**config.mk**
```make
export PLATFORM = sky130hd
export DESIGN_NAME = exec_unit
export DESIGN_NICKNAME = d
export VERILOG_FILES = /design/src/rtl/exec_unit.sv
export SDC_FILE = /design/constraint.sdc
export NUM_CORES = 1
export LEC_CHECK = 0
export ABC_AREA = 1
export CORE_UTILIZATION = 52
export CTS_CLUSTER_DIAMETER = 50
export DETAILED_ROUTE_END_ITERATION = 8
export PLACE_DENSITY = 0.89
export SLEW_MARGIN = 40
export SYNTH_ARGS = -nofsm -noshare
export SYNTH_HDL_FRONTEND = slang
export SYNTH_SLANG_ARGS = --single-unit
```
**constraint.sdc**
```tcl
create_clock -name clk -period 2.9 [get_ports clk]
set_input_delay 0.58 -clock clk [delete_from_list [all_inputs] [get_ports clk]]
set_output_delay 0.58 -clock clk [all_outputs]
set_load 0.005 [all_outputs]
```
**src/rtl/exec_unit.sv**
```systemverilog
// exec_unit - execute/control stage downstream of the fetch/sequencer core.
//
// Owns a 4x8-bit register file (r0..r3), the {N,C,Z} flags and an 8-bit
// output port. While the core is in its execute state it decodes the
// instruction register. It performs single-step ops at CLK_0, two-step
// ALU/shift ops at CLK_0..CLK_1 and a shift-add multiply at CLK_0..CLK_9.
// It returns the per-instruction handshake that the core samples.
//
// Ports
//   clk            system clock, rising edge
//   reset          asynchronous, active-high
//   ir[31:0]       instruction: [31:24] opcode, [23:20] cond, [19:18] rd,
//                  [17:16] rs, [7:0] imm/address
//   clks[15:0]     one-hot step counter from the core (bit k = CLK_k)
//   state[1:0]     core state; all activity gated by state == STATE_IE
//   in_data[7:0]   external byte for IN
//   inst_condition cond field satisfied (combinational)
//   end_inst       final step of the current instruction (combinational)
//   jmp_inst       taken jump (combinational)
//   hlt_inst       halt request (combinational)
//   jmp_address    jump target, always ir[7:0]
//   out_data[7:0]  output port register
//   out_valid      one-cycle strobe following an out_data write
//   flags[2:0]     {N,C,Z}
//   illegal        (EXEC_ILLEGAL_TRAP_EN only) sticky undefined-opcode flag
//
// Optional build macro: EXEC_ILLEGAL_TRAP_EN. When defined, undefined opcodes
// with a true cond request a halt at CLK_0 and set the sticky illegal output.
// When undefined, undefined opcodes behave as NOP.
//
// Halt FSM
//   state   | meaning
//   EX_RUN  | normal execution
//   EX_HALT | HLT (or trapped opcode) seen; no writes until reset

module exec_unit #(
  parameter logic [1:0] STATE_IE = 2'd1,
  parameter logic [7:0] REG_INIT = 8'h00
) (
  input  logic        clk,
  input  logic        reset,
  input  logic [31:0] ir,
  input  logic [15:0] clks,
  input  logic [1:0]  state,
  input  logic [7:0]  in_data,
  output logic        inst_condition,
  output logic        end_inst,
  output logic        jmp_inst,
  output logic        hlt_inst,
  output logic [7:0]  jmp_address,
  output logic [7:0]  out_data,
  output logic        out_valid,
  output logic [2:0]  flags
`ifdef EXEC_ILLEGAL_TRAP_EN
  ,
  output logic        illegal
`endif
);

  localparam logic [7:0] OP_NOP = 8'h00;
  localparam logic [7:0] OP_LDI = 8'h01;
  localparam logic [7:0] OP_MOV = 8'h02;
  localparam logic [7:0] OP_ADD = 8'h03;
  localparam logic [7:0] OP_SUB = 8'h04;
  localparam logic [7:0] OP_AND = 8'h05;
  localparam logic [7:0] OP_OR  = 8'h06;
  localparam logic [7:0] OP_XOR = 8'h07;
  localparam logic [7:0] OP_SHL = 8'h08;
  localparam logic [7:0] OP_SHR = 8'h09;
  localparam logic [7:0] OP_IN  = 8'h0A;
  localparam logic [7:0] OP_OUT = 8'h0B;
  localparam logic [7:0] OP_JMP = 8'h0C;
  localparam logic [7:0] OP_MUL = 8'h0D;
  localparam logic [7:0] OP_HLT = 8'h0F;

  typedef enum logic {EX_RUN, EX_HALT} ex_state_t;

  ex_state_t ex_state, ex_next;

  logic [7:0] opcode;
  logic [3:0] cond;
  logic [1:0] rd_sel, rs_sel;
  logic [7:0] imm;
  logic       unused_ir;

  assign opcode    = ir[31:24];
  assign cond      = ir[23:20];
  assign rd_sel    = ir[19:18];
  assign rs_sel    = ir[17:16];
  assign imm       = ir[7:0];
  assign unused_ir = ^ir[15:8];

  assign jmp_address = imm;

  logic [7:0]  regs [4];
  logic [15:0] mul_a;   // multiplicand, shifted left each MUL step; low byte doubles as ALU operand A
  logic [7:0]  mul_b;   // multiplier, shifted right each MUL step; doubles as ALU operand B
  logic [15:0] mul_p;

  logic flag_z, flag_c, flag_n;
  assign flag_z = flags[0];
  assign flag_c = flags[1];
  assign flag_n = flags[2];

  // Exact one-hot matches so that malformed step vectors cause no write.
  logic step0, step1, step9, mul_step;
  assign step0    = (clks == 16'h0001);
  assign step1    = (clks == 16'h0002);
  assign step9    = (clks == 16'h0200);
  assign mul_step = ((clks & (clks - 16'd1)) == 16'h0000) && (clks[8:1] != 8'h00);

  logic cond_ok;
  always_comb begin
    cond_ok = 1'b1;
    case (cond)
      4'h1:    cond_ok = flag_z;
      4'h2:    cond_ok = !flag_z;
      4'h3:    cond_ok = flag_c;
      4'h4:    cond_ok = !flag_c;
      4'h5:    cond_ok = flag_n;
      4'h6:    cond_ok = !flag_n;
      default: cond_ok = 1'b1;
    endcase
  end

  // ALU for the two-step ops, working on the operands latched at CLK_0.
  logic [7:0] alu_a, alu_b, alu_res;
  logic       alu_c;
  logic [8:0] alu_sum;

  assign alu_a   = mul_a[7:0];
  assign alu_b   = mul_b;
  assign alu_sum = {1'b0, alu_a} + {1'b0, alu_b};

  always_comb begin
    alu_res = 8'h00;
    alu_c   = 1'b0;
    case (opcode)
      OP_ADD: begin alu_res = alu_sum[7:0];    alu_c = alu_sum[8];    end
      OP_SUB: begin alu_res = alu_a - alu_b;   alu_c = alu_a < alu_b; end
      OP_AND: alu_res = alu_a & alu_b;
      OP_OR:  alu_res = alu_a | alu_b;
      OP_XOR: alu_res = alu_a ^ alu_b;
      OP_SHL: begin alu_res = {alu_a[6:0], 1'b0}; alu_c = alu_a[7]; end
      OP_SHR: begin alu_res = {1'b0, alu_a[7:1]}; alu_c = alu_a[0]; end
      default: begin alu_res = 8'h00; alu_c = 1'b0; end
    endcase
  end

  logic       is_ie, running;
  logic       rf_we, flag_we, out_we;
  logic [7:0] rf_wdata;
  logic [2:0] flag_next;
  logic       op_load, mul_load, mul_shift;
  logic       illegal_set;

  always_comb begin
    ex_next        = ex_state;
    inst_condition = 1'b0;
    end_inst       = 1'b0;
    jmp_inst       = 1'b0;
    hlt_inst       = 1'b0;
    rf_we          = 1'b0;
    rf_wdata       = 8'h00;
    flag_we        = 1'b0;
    flag_next      = flags;
    out_we         = 1'b0;
    op_load        = 1'b0;
    mul_load       = 1'b0;
    mul_shift      = 1'b0;
    illegal_set    = 1'b0;

    is_ie   = (state == STATE_IE);
    running = is_ie && (ex_state == EX_RUN);

    if (is_ie && ex_state == EX_HALT) begin
      // Keep the halt request up while idling so the core stays parked.
      hlt_inst = 1'b1;
    end else if (running) begin
      inst_condition = cond_ok;
      if (!cond_ok) begin
        end_inst = step0;
      end else begin
        case (opcode)
          OP_NOP: end_inst = step0;
          OP_LDI: begin end_inst = step0; rf_we = step0; rf_wdata = imm;            end
          OP_MOV: begin end_inst = step0; rf_we = step0; rf_wdata = regs[rs_sel];   end
          OP_IN:  begin end_inst = step0; rf_we = step0; rf_wdata = in_data;        end
          OP_OUT: begin end_inst = step0; out_we = step0;                           end
          OP_JMP: begin end_inst = step0; jmp_inst = step0;                         end
          OP_ADD, OP_SUB, OP_AND, OP_OR, OP_XOR, OP_SHL, OP_SHR: begin
            op_load  = step0;
            end_inst = step1;
            if (step1) begin
              rf_we     = 1'b1;
              rf_wdata  = alu_res;
              flag_we   = 1'b1;
              flag_next = {alu_res[7], alu_c, alu_res == 8'h00};
            end
          end
          OP_MUL: begin
            mul_load  = step0;
            mul_shift = mul_step;
            end_inst  = step9;
            if (step9) begin
              rf_we     = 1'b1;
              rf_wdata  = mul_p[7:0];
              flag_we   = 1'b1;
              flag_next = {mul_p[7], mul_p[15:8] != 8'h00, mul_p[7:0] == 8'h00};
            end
          end
          OP_HLT: begin
            hlt_inst = step0;
            if (step0) ex_next = EX_HALT;
          end
          default: begin
`ifdef EXEC_ILLEGAL_TRAP_EN
            hlt_inst = step0;
            if (step0) begin
              ex_next     = EX_HALT;
              illegal_set = 1'b1;
            end
`else
            end_inst = step0;
`endif
          end
        endcase
      end
    end
  end

  always_ff @(posedge clk or posedge reset) begin
    if (reset) ex_state <= EX_RUN;
    else       ex_state <= ex_next;
  end

  always_ff @(posedge clk or posedge reset) begin
    if (reset) begin
      for (int i = 0; i < 4; i++) regs[i] <= REG_INIT;
      flags     <= 3'b000;
      out_data  <= 8'h00;
      out_valid <= 1'b0;
      mul_a     <= 16'h0000;
      mul_b     <= 8'h00;
      mul_p     <= 16'h0000;
    end else begin
      out_valid <= out_we;
      if (rf_we)   regs[rd_sel] <= rf_wdata;
      if (flag_we) flags <= flag_next;
      if (out_we)  out_data <= regs[rs_sel];
      if (op_load || mul_load) begin
        mul_a <= {8'h00, regs[rd_sel]};
        mul_b <= regs[rs_sel];
      end
      if (mul_load) mul_p <= 16'h0000;
      if (mul_shift) begin
        if (mul_b[0]) mul_p <= mul_p + mul_a;
        mul_a <= {mul_a[14:0], 1'b0};
        mul_b <= {1'b0, mul_b[7:1]};
      end
    end
  end

`ifdef EXEC_ILLEGAL_TRAP_EN
  always_ff @(posedge clk or posedge reset) begin
    if (reset)            illegal <= 1'b0;
    else if (illegal_set) illegal <= 1'b1;
  end
`else
  logic unused_trap;
  assign unused_trap = illegal_set;
`endif

endmodule

```
# Word-level counts from Yosys, hierarchy flattened
# Index checks and enable logic that the tools add are counted.
[word_totals] mem_bits_rw=0 ff_bits=85 memories=0 elab_cells=140 romBits=0 latchBits=0 in_bits=60
[classes] n_bitwise=8 n_reduce_logical=19 n_mul=0 n_shift=0 order_cmp=4 addsub=4 n_eq_ne=26 div_mod_pow=0 muxes=68
[ops] cell="8-bit two-way mux" count=12
[ops] cell="16-bit two-way mux" count=5
[ops] cell="8-bit by 4-bit equality test with 1-bit output (second input constant)" count=7
[ops] cell="8-bit one-hot mux with 7 select lines" count=1
[ops] cell="8-bit one-hot mux with 5 select lines" count=1
[ops] cell="1-bit two-way mux" count=37
[ops] cell="8-bit binary-select mux with 2-bit select" count=2
[ops] cell="32-bit bitwise mux" count=1
[ops] cell="8-bit by 3-bit equality test with 1-bit output (second input constant)" count=4
[ops] cell="16-bit adder" count=1
[ops] cell="16-bit AND" count=1
[ops] cell="8-bit demux with 2-bit select" count=1
[ops] cell="16-bit by 1-bit equality test with 1-bit output (second input constant)" count=1
[ops] cell="16-bit by 10-bit equality test with 1-bit output (second input constant)" count=1
[ops] cell="16-bit by 2-bit equality test with 1-bit output (second input constant)" count=1
[ops] cell="8-bit by 2-bit equality test with 1-bit output (second input constant)" count=2
[ops] cell="16-bit zero test" count=1
[ops] cell="8-bit zero test" count=2
[ops] cell="8-bit nonzero test" count=2
[ops] cell="16-bit by 1-bit subtractor with 16-bit output (second input constant)" count=1
[ops] cell="4-bit by 3-bit equality test with 1-bit output (second input constant)" count=3
[ops] cell="8-bit by 8-bit adder with 9-bit output" count=1
[ops] cell="8-bit AND" count=1
[ops] cell="4-bit by 2-bit equality test with 1-bit output (second input constant)" count=2
[ops] cell="26 further kinds" count=38

# Longest topological paths before layout
# Gate-level depths: netlist of the first run.
[logic_depth] depth_word=9 mapped_depth=17

# Worst setup path before layout of the first run
# No wires, ideal clock.
[synth_timing] path_type="input to output" from="in ir[31]" to="out end_inst" cell_stages=11 required_ns=2.320 arrival_ns=1.758 slack_ns=0.562 n_path_buf=1 path_cell_list="nor2_1 > nand2_1 > buf_4 > nor2_2 > nand2_1 > nand2_1 > nor2_2 > nand2_4 > nand2_4 > inv_2 > o31a_1"
[synth_between] elab_chain_cells=6 word_cells_on_any_way=14 classes_between="9 x eq/ne; 4 x mux; 1 x reduce/logical"
[synth_lines] element="from (decl)" line_no="42" text="input logic [31:0] ir,"
[synth_lines] element="8-bit by 2-bit equality test with 1-bit output (tied with other cells)" line_no="184" text="case (opcode)"
[synth_lines] element="7-bit OR reduction" line_no="184"
[synth_lines] element="1-bit one-hot mux with 3 select lines (*)" line_no="184"
[synth_lines] element="1-bit two-way mux (*)" line_no="181" text="if (!cond_ok) begin"
[synth_lines] element="1-bit two-way mux (*)" line_no="179" text="end else if (running) begin"
[synth_lines] element="1-bit two-way mux (*)" line_no="176" text="if (is_ie && ex_state == EX_HALT) begin"
[synth_lines] element="to (decl)" line_no="47" text="output logic end_inst,"
# Mark *: on every way between the ends. The rest lies on a longest branch, timed or not.

# Final worst setup path of the first run
[layout_timing] from="in clks[8]" to="out end_inst"
[layout_between] elab_chain_cells=5 word_cells_on_any_way=7 classes_between="3 x eq/ne; 4 x mux"
[layout_lines] element="from (decl)" line_no="43" text="input logic [15:0] clks,"
[layout_lines] element="16-bit by 1-bit equality test with 1-bit output (tied with other cells)" line_no="107" text="assign step0 = (clks == 16'h0001);"
[layout_lines] element="1-bit one-hot mux with 3 select lines" line_no="184"
[layout_lines] element="1-bit two-way mux (*)" line_no="181"
[layout_lines] element="1-bit two-way mux (*)" line_no="179"
[layout_lines] element="1-bit two-way mux (*)" line_no="176"
# Marked as above.

==> results.txt, run 1 <==
The run gives 230 ps as the register-to-register setup slack. The tools report the final design instance area without fill as 9460 um2. Number of antenna violations at the first check in global routing: 0. The CTS buffer count is 9.

The cell sitting at the root of the clock tree is a clkbuf_16. The internal power summed over all cells is 2.19 mW. The wire length of the first global-routing pass is 40,200 um, and the post-synthesis cell count is 1,070. The clock drives 85 sinks. The total overflow left after global routing is 0. The number of nets in the synthesized netlist was 1,172; the count of final setup violators was 1. The share of post-route cells with drive strength above 1 is 0.184. The first detailed-routing pass took 8 iterations. The filler cell count in the final layout is 962, and the total number of H-tree levels is 3.

The die span in y is 119 um, and the final critical delay including setup and external delays is 2940 ps. The Yosys step of the flow raised 0 warnings. The tools report the register share of total power as 0.410. The total routing resource utilization after global routing was 0.357; the post-detailed-route wirelength per cell was 17.7 um.

The later pin in the worst-skew pair is clocked with a latency of 350 ps. The final worst slack is -37.3 ps, and the count of final hold-check violations is 0. The switching power total is 695 uW, and the switching power as a share of total power is 0.241.

The async set or reset register ratio after synthesis works out to 1.00. After detailed routing, the number of vias per cell comes to 6.01. The synthesized area per cell was 6.67 um2. The highest layer touched by signal routing is met4. The mapped cell area is 7130 um2, and the largest vdd supply drop is 0.000403 V. The power per cell area came out at 305 nW/um2.

Data on the critical path is required at its endpoint by 2320 ps. For this block, the via count after detailed routing is 8,614. The detailed router put a total of 8960 um of wire on met1. The number of flops mapped to enable cells by yosys came out at 0. The predominant post-synthesis flop cell is dfrtp_1. The area growth from synthesis to layout was 32.6%; the met2 wire length was 11,800 um.

Of all nets on the critical path, the largest fanout is 4. Routability-driven placement finished with a final weighted congestion of 0.970. The final reports fail on setup timing. The floorplan has 42 rows. In this run the cell area measured after placement is 8800 um2. The starting density of the core was 0.537; the HPWL after detailed placement was 18,100 um. The critical setup path kind was input port to primary output.

The portion of the clock cycle consumed by the worst path in the final layout is 1.01, and the clock-pin slew on the worst setup and hold paths is 70 ps. The part of the power in combinational logic was 0.114; the number of buffers inserted by port buffering was 75. Path class of the lowest-slack min-delay path: flip-flop to flip-flop.

The highest clock frequency the design can meet was 340 MHz; the standby leakage power was 4.93 nW. Setup repair after global routing could not meet its margin everywhere. The tools report the sequential-to-total area share from yosys stat as 0.298. The maximum clock skew at final layout is 12.0 ps, and the final-report max-slew violation count is 0.

The tools report the critical path capture point type as a primary output. Entering global routing, the biggest net connects 34 pins. Summed over all nets, wire length on met3 after detailed routing comes to 3020 um. Once detail routing completed, the nets flagged for antenna violations numbered 0. The total power after layout was 2.89 mW; the arrival time of data at the critical path endpoint was 2360 ps.

The clock network power share was 0.475; the worst max-slew margin expressed relative to the limit was 0.596. The logs give 8,257 for the number of global-route vias before repair and 25,400 um for the routed wire length. The tool flagged a number of max-cap violations equal to 0.

The die footprint was 14,200 um2. The floorplan step set the die width to 119 um. The initial detailed-routing violation count came out at 1,201. The run finished, with violations left. Nature of the critical path startpoint: an input port. TritonCTS built the clock tree. After synthesis the netlist holds a flip-flop and latch count of 85.

The total DRC errors in the routed layout was 0; the transition at the pin with the smallest max-transition slack was 606 ps. The repair_antennas step left the layout with diodes totalling 0. The run gives 1,355 as the post-layout net count. The total area inside the core boundary comes to 13,300 um2.

In this run, distinct cell masters in the synthesized netlist total 51. The logs give 2 for the largest buffer count on any clock path and 84 for the I/O pin total.
## registers in the layout (all words and copies together), names as in the netlist
register   flops
ex_state       1
out_data       8
mul_p         16
flags          3
alu_b          8
regs          32
mul_a         16
out_valid      1
## kinds of logic (layout without fill, tap and decap cells)
logic type,after synthesis,after routing,share of synthesized area
buffers and inverters,151,339,0.0905
AO/OA/AOI/OAI,147,147,0.118
XOR/XNOR,14,14,0.0172
AND/OR/NAND/NOR,631,631,0.399
adder cells (fa/ha/maj),42,42,0.0768
flip-flops,85,85,0.298
## cell usage after synthesis (2+ instances only)
master     instances  area (um2)
o21ai_0           45         225
o31ai_1            3        22.5
nand2_2            8        50.1
xnor2_1            3        26.3
nand3_4            3        52.6
nand3_1          137         686
o21ai_1           23         115
o211ai_1           2        15.0
xor2_1            11        96.3
nand3_2            2        20.0
nor2_1            74         278
o2111ai_1          2        17.5
clkbuf_1          10        37.5
inv_2             11        41.3
buf_2              6        30.0
o22ai_1            6        37.5
nand4_1           18         113
fa_1               3        60.1
nand3b_1           6        45.0
a22oi_1           13        97.6
buf_6              4        45.0
nand2_4            3        33.8
a32oi_1            2        17.5
or2_2              3        18.8
ha_1              39         488
nand2_1          339        1270
nor2_4             3        33.8
dfrtp_1           85        2130
o21ai_2            3        26.3
o21bai_1           2        15.0
nor3_1            13        65.1
buf_4             11        82.6
a21oi_1           38         190
o21a_1             3        22.5
inv_1            107         402
nor2_2             9        56.3
nor4_1             6        37.5
## stage by stage
step	setup TNS [ps]	setup slack, ps	hold slack, ps	instances	util
final	-37.3	-37.3	491	1434	0.711
after global routing	-200	-118	505	1434	0.711
after CTS	-239	-178	488	1425	0.695
after detailed placement	-1220	-479	472	1401	0.662
after global placement	-785	-429	463	1401	0.662
after floorplan	0	127	448	1070	-
## final timing paths
| check | from | end | depth (start not counted) |
|---|---|---|---|
| hold / removal | out_data[4] | out_data[4] | 2 |
| setup reg to reg | flags[2] | mul_p[3] | 15 |
| min in group asynchronous | reset | regs[5] | 2 |
| max in group asynchronous | reset | mul_a[2] | 3 |
| setup / recovery | clks[8] | end_inst | 10 |
| hold reg to reg | out_data[4] | out_data[4] | 2 |
## power groups by stage
stage	Sequential (mW)	Combinational, mW	Clock [mW]
final	1.18	0.330	1.37
after floorplan	1.21	0.117	0
after CTS	1.19	0.307	1.37
after global routing	1.18	0.351	1.42
after detailed placement	1.21	0.302	0
after global placement	1.21	0.299	0
## placed cells by master, fill, tap and decap left out, types with 4 or more instances in the layout
cell             count
a21oi_1             37
a22oi_1             13
buf_12               4
buf_4              123
clkbuf_16            9
clkdlybuf4s50_1     63
dfrtp_1             85
dlymetal6s2s_1       8
ha_1                39
inv_1              100
inv_2               16
nand2_1            328
nand2_2             18
nand2_4              4
nand3_1            136
nand3_4              5
nand3b_1             6
nand4_1             18
nor2_1              63
nor2_2              13
nor2_4              10
nor3_1              11
nor4_1               5
o21ai_0             44
o21ai_1             23
o22ai_1              5
xor2_1              11
## worst max-delay path: stages
cell and delay (ps):
clkdlybuf4s50_1 510, nor3_1 260, nand4_1 210, buf_4 190
buf_4 130, nor2_4 100, nand2_4 70, inv_2 60
o31a_1 130, clkbuf_2 120
## per-layer routing
metal	vias to the layer above	GRT usage
li1	3888	-
met1	3949	0.431
met2	606	0.576
met3	171	0.0943
met4	0	0.204
met5	-	0
## final cells by class
class / count / area [um2] / share of cell area
clock inverter: 7 / 126 / 0.0134
timing repair buffer: 204 / 1790 / 0.189
clock buffer: 9 / 225 / 0.0238
tap: 176 / 220 / 0.0233
sequential: 85 / 2130 / 0.225
multi-input combinational: 834 / 4520 / 0.478
inverter: 119 / 450 / 0.0476
## what timing repair did
action                                  4_1_cts  5_1_grt
hold buffers                                  0        0
pin swaps                                     6       18
setup buffers                                 8        9
endpoints found under the setup margin        4       42
resized for setup                            17       49
Power figures use the tool's default switching activity.
==> run 2: changes to the inputs <==
- CELL_PAD_IN_SITES_DETAIL_PLACEMENT: not set -> 0
- CELL_PAD_IN_SITES_GLOBAL_PLACEMENT: not set -> 1
- CORE_UTILIZATION: 52 -> 41
- PLACE_DENSITY: 0.89 -> 0.93
- clock period: 2.9 -> 3.35 ns (I/O delays scaled with it)
==> run 2 against run 1 <==
The run now ends clean. Final cell count fell by 0.77%. Flip-flop and latch count unchanged. Power shrank 20%. Sequential power is 13% lower. Worst setup slack better by 130 ps. Routed wire length decreased by 9.0%. Via count shrank 12%. Count of clock-buffer cells in the layout increased by 2. Register-to-register slack improved by 470 ps. Cell area decreased by 6.0%. Critical path depth up 3. Combinational power down 22%. Critical endpoint unchanged. Largest cell class unchanged. Largest power group unchanged.
==> results.txt, run 2 (synthesized netlist as in run 1, its figures left out) <==
The HPWL after detailed placement is 18,200 um (+0.65%), and the filler cell count in the final layout is 1,731 (+80%). The die span in y was 134 um (+12%); the portion of the clock cycle consumed by the worst path in the final layout was 0.974. The I/O pin total is 84 (unchanged), and the routed wire length is 23,100 um (-9.0%). The run gives 0 (unchanged) as the final-report max-slew violation count.

Iteration count of the initial detailed-routing pass: 6 (-2). The endpoint with the worst hold slack is out_data[1]. Traced cell by cell, the critical path runs through clkdlybuf4s50_1 > nor2_2 > nand2_2 > buf_4 > nor2_2 > nand2_2 > nand2_2 > nor2_4 > nand3_2 > o21ai_1 > a21oi_1 > o31a_1 > dlygate4sd2_1. The worst setup path is launched from an input port. The worst max-slew margin expressed relative to the limit is 0.565 (-0.0317). The final critical delay including setup and external delays was 3260 ps; the initial detailed-routing violation count was 593 (-51%). The worst reg2reg path endpoint was regs[4]. The tools report the total DRC errors in the routed layout as 0 (unchanged). The total of max-cap violations came out at 0 (unchanged). The smallest hold slack was 479 ps (-12.0 ps); the number of buffers inserted by port buffering was 75 (unchanged). The flow ran to the end, and the final reports show no timing, DRC or antenna violations. The count of cells along the worst hold path is 2 (unchanged). Worst flop-to-flop path startpoint: mul_a[0]. The launch point of the worst path is ir[31].

The site row count came out at 47 (+12%). The largest registers in the layout are regs (32), mul_a (16), mul_p (16). Derived from the worst setup path, the maximum achievable clock frequency is 307 MHz. The startpoint identified for the worst hold timing path is out_data[1].

Die outline width: 134 um (+12%). The flip-flop count of the largest register, all copies and words added is 32 (unchanged), and the starting density of the core is 0.426 (-0.111). The logs give 85 (unchanged) for the number of clock sinks seen by CTS and 0.000284 V (-30%) for the largest vdd supply drop. The tools report the area of the core region as 16,800 um2 (+26%). The logs give 4.57 nW (-7.3%) for the standby leakage power and 2 (unchanged) for the largest buffer count on any clock path. The total routing resource utilization after global routing came out at 0.270 (-0.0873). Die footprint: 17,900 um2 (+26%). In this run the clock root is driven by a clkbuf_16. The critical-path cell with the highest stage delay was clkdlybuf4s50_1.

Via count: 7,617 (-12%). TritonCTS built the clock tree. The logs give 700 ps (+470 ps) for the register-to-register setup slack and 340 ps (about the same) for the clock network latency to the later pin of the worst-skew pair. Number of antenna violations at the first check in global routing: 0 (unchanged). Counting flops per register, the top entry is regs. The dominant delay contributor by cell family on the critical path is buffers and inverters. Critical setup path kind: input port to primary output. Buffer and inverter count on the worst path: 3 (-2). Counting stages on the worst path, the most repeated cell is nand2_2. The transition at the pin with the smallest max-transition slack is 647 ps (+41.8 ps). The placer congestion estimate came out at 0.940 (-3.1%).

The number of hold-repair buffers added at the cts stage was 0 (unchanged). The area growth from synthesis to layout is 24.6%. The clock-pin slew on the worst setup and hold paths works out to 60 ps (about the same).

The number of global-route vias before repair is 7,201 (-13%). For the remaining antenna violation count after routing, the log shows 0 (unchanged). The maximum fanout along the worst path was 5 (+1). The tools report the arrival time of data at the critical path endpoint as 2590 ps (+230 ps).

The run gives 2680 ps (+360 ps) as the data required time at the worst endpoint. Largest net degree at the start of global routing: 53 (+56%). The total number of H-tree levels was 3 (unchanged). The maximum clock skew at final layout came out at 7.63 ps (-4.38 ps). Most frequent standard cell in the layout excluding fill and tap cells: nand2_1. The count of final hold-check violations is 0 (unchanged). Path class of the lowest-slack min-delay path: flip-flop to flip-flop. The share of post-route cells with drive strength above 1 was 0.124 (-0.0606); the worst-case reg-to-reg path depth was 11 (-4).

The run gives 0 (unchanged) as the count of antenna diodes in the layout. STA classifies the critical path endpoint as a primary output. For the total power after layout, the log shows 2.32 mW (-20%). The wire length of the first global-routing pass was 37,500 um (-6.8%); the CTS buffer count was 9 (unchanged).

For the overall overflow remaining after global route, the log shows 0 (unchanged). The via density per instance was 5.35 (-11%); the post-detailed-route wirelength per cell was 16.2 um (-8.3%). The power per cell area is 262 nW/um2 (-14%). In the layout the commonest cells are nand2_1, nand3_1, inv_1.

The post-layout net count is 1,303 (-3.8%). The peak per-stage delay on the critical path works out to 410 ps (-100 ps). The count of final setup violators was 0 (-1).
run 2: repair_timing:
item,4_1_cts,5_1_grt
endpoints found under the setup margin,2,3
resized for setup,7,8
pin swaps,1,4
setup buffers,0,1
run 2: power by group:
group,internal [mW],leakage (nW),switching [mW]
clock network,0.661,0.148,0.380
registers,1.03,1.16,0
logic,0.116,3.27,0.141
total,1.80,4.57,0.520
run 2: tightest hold or removal path: stages (launching register included):
cell	delay (ps)
dfrtp_1	340
nand2_1	50
nand2_1	50
run 2: metal layers:
layer	track usage	up-vias	part of all wire
met5	0	-	0
met4	0.115	0	0.035
met3	0.0299	49	0.071
met2	0.420	257	0.45
met1	0.379	3523	0.45
li1	-	3788	-
run 2: through the flow:
| stage | cells | cell area, um2 | worst slack [ps] | utilization | setup TNS, ps |
|---|---|---|---|---|---|
| floorplan | 1070 | 7130 | 487 | - | 0 |
| global placement | 1409 | 8540 | -194 | 0.510 | -194 |
| detailed placement | 1409 | 8540 | -278 | 0.510 | -280 |
| CTS | 1422 | 8860 | 20.4 | 0.529 | 0 |
| global route | 1423 | 8890 | -3.57 | 0.530 | -3.57 |
| finish | 1423 | 8890 | 88.7 | 0.530 | 0 |
run 2: worst max-delay path by stage:
stage | slack, ps | endpoint | depth (start not counted)
floorplan | 490 | alu_b[0] | 1
global placement | -190 | end_inst | 13
detailed placement | -280 | end_inst | 13
CTS | 20 | jmp_inst | 9
global route | -4 | end_inst | 13
finish | 90 | end_inst | 13
run 2: final cells by class:
class | count | area (um2) | area share
multi-input combinational | 834 | 4390 | 0.494
sequential | 85 | 2130 | 0.239
timing repair buffer | 152 | 1350 | 0.152
inverter | 119 | 448 | 0.0504
tap | 220 | 275 | 0.0310
clock buffer | 11 | 243 | 0.0273
clock inverter | 2 | 60.1 | 0.00676
==> run 3: changes to the inputs <==
- MAX_ROUTING_LAYER: not set -> met4
==> run 3 against run 2 <==
Clock skew down 1.8 ps. Highest routed layer unchanged. Fmax down 1.0%. Final cell count up 0.14%. Power down 3.4%. Worst setup slack worse by 34 ps. Critical path depth down 4. Clock power down 8%. Via count up 0.30%. Non-clock buffer count unchanged. Largest cell class unchanged. Flip-flop and latch count unchanged. Combinational power about the same. Register-to-register slack better by 20 ps.
==> results.txt, run 3 (synthesized netlist as in run 1, its figures left out) <==
The final core utilization is 0.529 (-0.00149). The standby leakage power is 4.55 nW (-0.32%). The worst setup path is launched from an input port. The final critical delay including setup and external delays is 3300 ps (+33.9 ps). In this run the worst setup path begins at ir[29]. The clock-pin slew on the worst setup and hold paths is 60 ps (about the same), and the total number of H-tree levels is 3 (unchanged). Largest register by flop count: regs. Count of final setup violators: 0 (unchanged).

Total of max-cap violations: 0 (unchanged). For the number of clock sinks seen by CTS, the log shows 85 (unchanged). The largest registers in the layout are regs (32), mul_a (16), mul_p (16). Cell at the root of the clock tree: clkbuf_16. The transition at the pin with the smallest max-transition slack came out at 717 ps (+69.3 ps). The logs give 0 (unchanged) for the overall overflow remaining after global route and 0 (unchanged) for the count of antenna diodes in the layout.

The die span in y is 134 um (unchanged), and the total power after layout is 2.24 mW (-3.4%). Leaving out fill and tap cells, the most frequent cells in the layout are nand2_1, nand3_1, inv_1. The tools report the HPWL after detailed placement as 18,300 um (+0.54%).

The clock network power share was 0.428 (-0.020). Share of post-route cells with drive strength above 1: 0.123 (-0.00104). The run gives 0.967 (+2.9%) as the placer congestion estimate.

The flow ran to the end, and the final reports show no timing, DRC or antenna violations. The routed wire length came out at 23,500 um (+1.6%). Largest net degree at the start of global routing: 86 (+62%).

The critical path is of the input port to primary output type. The run gives 47 (unchanged) as the site row count. The worst-case reg-to-reg path depth was 13 (+2); the count of final hold-check violations was 0 (unchanged).

The switching power total was 528 uW (+1.4%). The run gives 0.275 (+0.00476) as the total routing resource utilization after global routing. The arrival time of data at the critical path endpoint was 2630 ps (+40 ps); the number of global-route vias before repair was 7,154 (-0.65%). The filler cell count in the final layout was 1,688 (-2.5%); the worst max-slew margin expressed relative to the limit was 0.520 (-0.0441). For the data required time at the worst endpoint, the log shows 2680 ps (about the same). The maximum fanout along the worst path is 5 (unchanged).

The run gives 0.000277 V (-2.6%) as the largest vdd supply drop. The flip-flop count of the largest register, all copies and words added is 32 (unchanged). The area growth from synthesis to layout is 24.2%. The tightest min-delay check is of the flip-flop to flip-flop type. The tools report the remaining antenna violation count after routing as 0 (unchanged). The worst reg2reg path endpoint is flags[0]. For the number of antenna violations at the first check in global routing, the log shows 0 (unchanged). The total DRC errors in the routed layout is 0 (unchanged). The tools report the part of the power in combinational logic as 0.115 (+0.004).

TritonCTS built the clock tree. The placed cell count was 1,410 (+0.071%). The via density per instance works out to 5.36 (+0.16%).

In this run the critical register-to-register path is launched from mul_a[4]. The switching power as a share of total power was 0.235 (+0.0113); the number of hold-repair buffers added at the cts stage was 0 (unchanged). The run gives 37,300 um (-0.52%) as the wire length of the first global-routing pass. The starting density of the core is 0.426 (unchanged).

The logs give 5.79 ps (-1.84 ps) for the maximum clock skew at final layout and 9 (unchanged) for the CTS buffer count. The logs give 7,640 (+0.30%) for the via count and 7 (+1) for the iteration count of the initial detailed-routing pass. The power per cell area was 253 nW/um2 (-3.2%); the internal power summed over all cells was 1.72 mW (-4.8%). The post-layout net count is 1,303 (unchanged). Die footprint: 17,900 um2 (unchanged). The portion of the clock cycle consumed by the worst path in the final layout was 0.984 (+0.0101); the die outline width was 134 um (unchanged). The initial detailed-routing violation count came out at 612 (+3.2%). The tools report the register-to-register setup slack as 720 ps (+20 ps). The library cell used most frequently in the layout, excluding fill and tap cells, is nand2_1.

The critical path ends at hlt_inst. STA classifies the critical path endpoint as a primary output. The I/O pin total came out at 84 (unchanged). The register share of total power was 0.457 (+0.015). The post-detailed-route wirelength per cell is 16.5 um (+1.4%), and the area of the core region is 16,800 um2 (unchanged). The number of buffers inserted by port buffering was 75 (unchanged); the count of non-filler cells in the finished layout was 1,425 (+0.14%). The final-report max-slew violation count came out at 0 (unchanged). Setup repair after global routing could not meet its margin everywhere. The largest buffer count on any clock path was 2 (unchanged). For the clock network latency to the later pin of the worst-skew pair, the log shows 340 ps (about the same).

The tools report the highest clock frequency the design can meet as 303 MHz (-1.0%).
## run 3: cell count changes in the layout (fill, tap and decap cells not counted), sizes merged
cell    before  now
bufinv       2    1
clkinv       2    3
clkbuf      11   13
## run 3: repair_timing
| action | 4_1_cts | 5_1_grt |
|---|---|---|
| resized for setup | 2 | 13 |
| pin swaps | 0 | 0 |
| hold endpoints to repair | 0 | 0 |
| setup endpoints to repair | 1 | 3 |
| setup buffers | 0 | 0 |
## run 3: critical path: stages
cell and delay, ps:
clkdlybuf4s50_1 420, nor2_2 140, nand2_1 100, buf_4 160, nor3_1 300, buf_4 180, nand2_1 70, nand2_1 70
clkdlybuf4s50_1 500
## run 3: cell type report
type	count	area, um2	area share
flip-flops and latches	85	2130	0.240
clock inverters	2	35.0	0.00395
clock buffers	13	240	0.0271
repair buffers	152	1350	0.152
well taps	220	275	0.0311
multi-input cells	834	4390	0.495
inverters	119	448	0.0506
## run 3: power by group through the flow
| stage | registers (mW) | logic (mW) | clock network (mW) |
|---|---|---|---|
| floorplan | 1.05 | 0.102 | 0 |
| global placement | 1.05 | 0.255 | 0 |
| detailed placement | 1.05 | 0.255 | 0 |
| CTS | 1.03 | 0.256 | 0.968 |
| global route | 1.03 | 0.279 | 1.01 |
| finish | 1.03 | 0.258 | 0.960 |
## run 3: metrics by stage
step	hold slack (ps)	TNS [ps]	area, um2	worst slack (ps)
after detailed placement	473	-192	8550	-192
after global routing	498	-39.6	8860	-30.9
after global placement	462	-155	8550	-155
after CTS	486	0	8830	26.4
final	481	0	8860	54.7
after floorplan	448	0	7130	487
## run 3: metal layers
layer / routed length [um] / GRT usage / vias up
met1: 10700 / 0.374 / 3559
met4: 667 / 0.0972 / 0
met2: 10600 / 0.423 / 266
met5: 0 / - / -
met3: 1520 / 0.0287 / 42
li1: - / - / 3773
## run 3: how the worst min path moves through the flow
stage,startpoint,to,slack [ps],cells after the start
floorplan,ex_state,ex_state,450,2
global placement,ex_state,ex_state,460,2
detailed placement,out_data[0],out_data[0],470,2
CTS,out_data[0],out_data[0],490,2
global route,ex_state,ex_state,500,2
finish,out_data[0],out_data[0],480,2
